<file path="config.mk">
export PLATFORM = sky130hd
export DESIGN_NAME = uart_tx_queue
export DESIGN_NICKNAME = d
export VERILOG_FILES = /design/src/rtl/uart_tx_queue.sv
export SDC_FILE = /design/constraint.sdc
export NUM_CORES = 1
export LEC_CHECK = 0
export ABC_AREA = 1
export BUFFER_PORTS_ARGS = -buffer_cell sky130_fd_sc_hd__buf_2
export CAP_MARGIN = 20
export CORE_ASPECT_RATIO = 1.25
export CORE_UTILIZATION = 55
export DETAILED_ROUTE_END_ITERATION = 10
export PLACE_DENSITY = 0.71
export SLEW_MARGIN = 20
export SYNTH_ARGS = -nofsm -noshare
export SYNTH_HDL_FRONTEND = slang
export SYNTH_SLANG_ARGS = --single-unit
</file>
<file path="constraint.sdc">
create_clock -name clk_i -period 3.8 [get_ports clk_i]
set_input_delay 0 -clock clk_i [delete_from_list [all_inputs] [get_ports clk_i]]
set_output_delay 0 -clock clk_i [all_outputs]
set_load 0.02 [all_outputs]
</file>
<file path="src/rtl/uart_tx_queue.sv">
// Byte FIFO feeding a UART transmitter: queues bytes from the control FSM and
// launches them one at a time with a one-clock active-low tx_en pulse.
//
// state       | meaning
// S_IDLE      | waiting for a queued byte; pops and launches it when present
// S_WAIT_LOW  | launch done; waiting for tx_complete_i to drop (transfer started)
// S_WAIT_HIGH | transfer in progress; waiting for tx_complete_i to rise
// S_GAP       | inter-byte idle gap of GAP_CYCLES clocks
module uart_tx_queue #(
  parameter int DEPTH      = 16,
  parameter int GAP_CYCLES = 0
) (
  input  logic                     clk_i,
  input  logic                     reset_i,
  input  logic                     wr_i,
  input  logic [7:0]               data_i,
  input  logic                     flush_i,
  input  logic                     clr_ovf_i,
  output logic                     full_o,
  output logic                     empty_o,
  output logic [$clog2(DEPTH):0]   count_o,
  output logic                     overflow_o,
  output logic                     busy_o,
  output logic                     tx_en_o,
  output logic [7:0]               tx_byte_o,
  input  logic                     tx_complete_i
);

  localparam int PW = $clog2(DEPTH);
  localparam int CW = PW + 1;
  localparam int GW = (GAP_CYCLES > 1) ? $clog2(GAP_CYCLES) : 1;
  localparam logic [GW-1:0] GAP_LOAD = (GAP_CYCLES > 0) ? GW'(GAP_CYCLES - 1) : '0;

  typedef enum logic [1:0] {
    S_IDLE      = 2'd0,
    S_WAIT_LOW  = 2'd1,
    S_WAIT_HIGH = 2'd2,
    S_GAP       = 2'd3
  } state_t;

  state_t          state, state_next;
  logic [7:0]      mem [DEPTH];
  logic [PW-1:0]   wr_ptr, rd_ptr;
  logic [CW-1:0]   count_next;
  logic [GW-1:0]   gap_cnt, gap_next;
  logic            push, pop, drop, launch;
  logic            tx_en_next, busy_next;
  logic [7:0]      tx_byte_next;

  // A flush in the launch cycle discards the head byte instead of sending it.
  assign launch = (state == S_IDLE) && !empty_o && !flush_i;
  assign pop    = launch;
  assign push   = wr_i && !full_o && !flush_i;
  assign drop   = wr_i && full_o;

  assign count_next = flush_i ? '0 : (count_o + CW'(push) - CW'(pop));

  always_ff @(posedge clk_i) begin
    if (push) begin
      mem[wr_ptr] <= data_i;
    end
  end

  always_ff @(posedge clk_i or negedge reset_i) begin
    if (!reset_i) begin
      wr_ptr     <= '0;
      rd_ptr     <= '0;
      count_o    <= '0;
      empty_o    <= 1'b1;
      full_o     <= 1'b0;
      overflow_o <= 1'b0;
    end else begin
      if (flush_i) begin
        wr_ptr <= '0;
        rd_ptr <= '0;
      end else begin
        if (push) wr_ptr <= wr_ptr + PW'(1);
        if (pop)  rd_ptr <= rd_ptr + PW'(1);
      end
      count_o <= count_next;
      empty_o <= (count_next == '0);
      full_o  <= (count_next == CW'(DEPTH));
      if (drop) begin
        overflow_o <= 1'b1;
      end else if (clr_ovf_i) begin
        overflow_o <= 1'b0;
      end
    end
  end

  always_ff @(posedge clk_i or negedge reset_i) begin
    if (!reset_i) begin
      state     <= S_IDLE;
      gap_cnt   <= '0;
      tx_en_o   <= 1'b1;
      tx_byte_o <= 8'h00;
      busy_o    <= 1'b0;
    end else begin
      state     <= state_next;
      gap_cnt   <= gap_next;
      tx_en_o   <= tx_en_next;
      tx_byte_o <= tx_byte_next;
      busy_o    <= busy_next;
    end
  end

  always_comb begin
    state_next = state;
    case (state)
      S_IDLE:      if (launch) state_next = S_WAIT_LOW;
      S_WAIT_LOW:  if (!tx_complete_i) state_next = S_WAIT_HIGH;
      S_WAIT_HIGH: if (tx_complete_i) state_next = (GAP_CYCLES > 0) ? S_GAP : S_IDLE;
      S_GAP:       if (gap_cnt == '0) state_next = S_IDLE;
      default:     state_next = S_IDLE;
    endcase
  end

  always_comb begin
    tx_en_next   = 1'b1;
    tx_byte_next = tx_byte_o;
    busy_next    = (state_next != S_IDLE);
    gap_next     = gap_cnt;
    if (launch) begin
      tx_en_next   = 1'b0;
      tx_byte_next = mem[rd_ptr];
    end
    if (state == S_WAIT_HIGH && tx_complete_i) begin
      gap_next = GAP_LOAD;
    end else if (state == S_GAP && gap_cnt != '0) begin
      gap_next = gap_cnt - GW'(1);
    end
  end

endmodule

</file>
==> flow_summary.yaml <==
sta:
  skew_ns: 0.00626
  layout_min_cycle_time_ns: 2.76
  slew_violations: 0
  hold_ws_ns: 0.0888
  setup_tns_ns: 0
  rsz0062_at_grt: "false"
  setup_viol: 0
  max_freq_ghz: 0.363
  period_share_pct: 72.5
  worstMarginPinSlew_ns: 1.05
  relSlewSlack_pct: 29.5
  hold_viol: 0
floorplanning:
  core_area_sq_um: 12200
  start_util_pct: 56.7
  rows: 45
  pin_count: 32
  die_width_microns: 102
  dieArea_sq_um: 13100
  fp.dieH_microns: 127
route:
  wl_per_cell_microns: 16.4
  routed_wl_microns: 14900
  antenna_left: 0
  drt_iter0_markers: 383
  drt_pass1_iterations: 5
  num_vias: 4825
  remaining_drc_errors: 0
  via_per_inst: 5.30
clock_network:
  clk-insertion-delay-late_ns: 0.42
  cts.path.max_buffers: 2
  cts_tree: "built"
  cts.clk_slew.worst_paths_ns: 0.06
  cts_made_buffers: 17
  clock_sinks: 157
  htree_levels: 4
  clock-root-buffer: "clkbuf_16"
  cts_resized: 0
grt:
  track_usage_pct: 25.8
  grt_pass1_vias: 4956
  grt_max_degree: 67
  antenna_found_initial: 0
  overflow: 0
  grt_pass1_wl_microns: 24500
placed_design:
  post-dp-hpwl_microns: 9040
  routabilityCongestion: 0.831
  port_buffers: 31
  place_area_sq_um: 7150
finish:
  final_cell_area_sq_um: 7890
  fin_util_pct: 64.5
  finalNetCount: 758
  area_growth_pct: 13.8
  diodes: 0
  drive_gt1_share_pct: 9.65
  fill_cells: 959
status:
  status: "completed"
logic_synthesis:
  syn-cell-area_sq_um: 6930
  synth-seq-cells: 157
  synthArstFlopShare_pct: 18.5
  synthCells: 694
  yosysWarnings: 0
  synth.most_common_cell: "nand2_1"
  syn_nets: 719
  synth_top_area_share_pct: 55.5
  avgSynthCellArea_sq_um: 9.98
  synth_cell_types: 24
  synth.top_cells.by_count: "nand2_1, edfxtp_1, inv_1"
  synth_edf_count: 128
  ys.flop_type: "edfxtp_1"
  yosys.area.top_type: "edfxtp_1"
  synth_area_leaders: "edfxtp_1, nand2_1, dfrtp_1"
  seq_area_frac_synth_pct: 66.0
power:
  p_total_w: 0.00540
  leakagePower_nw: 3.52
  power_density_nw_per_um2: 684
  vdd_drop_max_uv: 512
worst_setup_path:
  reg2reg_slack_ns: 1.04
  critPathMaxFanout: 5
  cp.required_ns: 4.14
  crit_path_end_kind: "register"
  critical_path_class: "register to register"
  cp.arrival_ns: 3.10
  start_kind: "register"
hold_path:
  min_path_type: "input port to register"
job:
  cap_violations: 0
## routing by layer
layer  up-vias  GRT usage [%]  share of wire [%]
met5         -              0                  0
met4         0           11.8                3.3
met3        31           7.39                6.1
met2       161           42.8                 52
met1      2336           31.1                 38
li1       2297              -                  -
## layout by cell type, fill, tap and decap left out, types with 10 or more instances in the layout
| master | Yosys | routed |
|---|---|---|
| dlygate4sd3_1 | 0 | 13 |
| ha_1 | 10 | 10 |
| dfrtp_1 | 27 | 26 |
| nor2_1 | 33 | 33 |
| clkbuf_16 | 0 | 17 |
| edfxtp_1 | 128 | 128 |
| nand2_1 | 212 | 212 |
| inv_1 | 118 | 118 |
| buf_2 | 16 | 31 |
| nand3_1 | 107 | 107 |
## through the flow
step | std cells | setup WS [ns]
floorplan | 694 | 1.34
global placement | 865 | 1.22
detailed placement | 865 | 1.04
CTS | 909 | 1.01
global route | 910 | 0.670
finish | 910 | 1.04
## path summary, 6_finish.rpt
kind,start,endpoint,cells past startpoint
max,full_o,full_o,18
min,wr_i,wr_ptr[1],6
max reg2reg,full_o,full_o,18
min reg2reg,tx_byte_o[6],tx_byte_o[6],2
max in group asynchronous,reset_i,rd_ptr[0],2
min in group asynchronous,reset_i,count_o[2],2
## critical path: stages, from the launching register on
cell and delay (ns):
dfrtp_1 0.39, nor2_1 0.29, inv_2 0.08, nor2_1 0.19, inv_1 0.07, ha_1 0.27
inv_1 0.06, ha_1 0.15, inv_1 0.06, fa_1 0.37, inv_1 0.09, nand2_1 0.07
nand2_1 0.07, a21oi_1 0.07, nand2_1 0.06, nand2_1 0.04, nor2_1 0.17, inv_1 0.06
nor2_1 0.11
## cell type report
class	count	area (sq um)	share of cell area (%)
clock buffer	18	429	5.44
clock inverter	14	175	2.22
inverter	126	475	6.03
multi-input combinational	384	1720	21.8
sequential	157	4570	58.0
tap	164	205	2.60
timing repair buffer	47	308	3.90
## state kept, by name (all words and copies together) (netlist names)
name / count
mem: 128
tx_byte_o: 8
count_o: 5
rd_ptr: 4
wr_ptr: 4
state: 2
busy_o: 1
empty_o: 1
full_o: 1
gap_cnt: 1
overflow_o: 1
tx_en_o: 1
## kinds of logic (layout without fill, tap and decap cells)
family / Yosys count / after routing / synth area share (%)
buffers and inverters: 153 / 205 / 9.19
DFF: 157 / 157 / 66.0
xor gates and xnor gates: 1 / 1 / 0.126
and+or+nand+nor: 355 / 355 / 21.3
adders and majority gates: 11 / 11 / 2.09
AOI/OAI and AO/OA: 17 / 17 / 1.30
## power by group
| part | total (W) | internal (W) | switching (W) | leakage (nW) |
|---|---|---|---|---|
| registers | 0.00207 | 0.00199 | 0.0000759 | 1.53 |
| logic | 0.00159 | 0.000480 | 0.00111 | 1.70 |
| clock network | 0.00173 | 0.00109 | 0.000646 | 0.292 |
## what timing repair did
item / CTS / global route
hold buffers: 12 / 1
buffers inserted: 0 / 0
hold endpoints to repair: 150 / 16
Note: power is estimated with default switching activity, not from simulation.
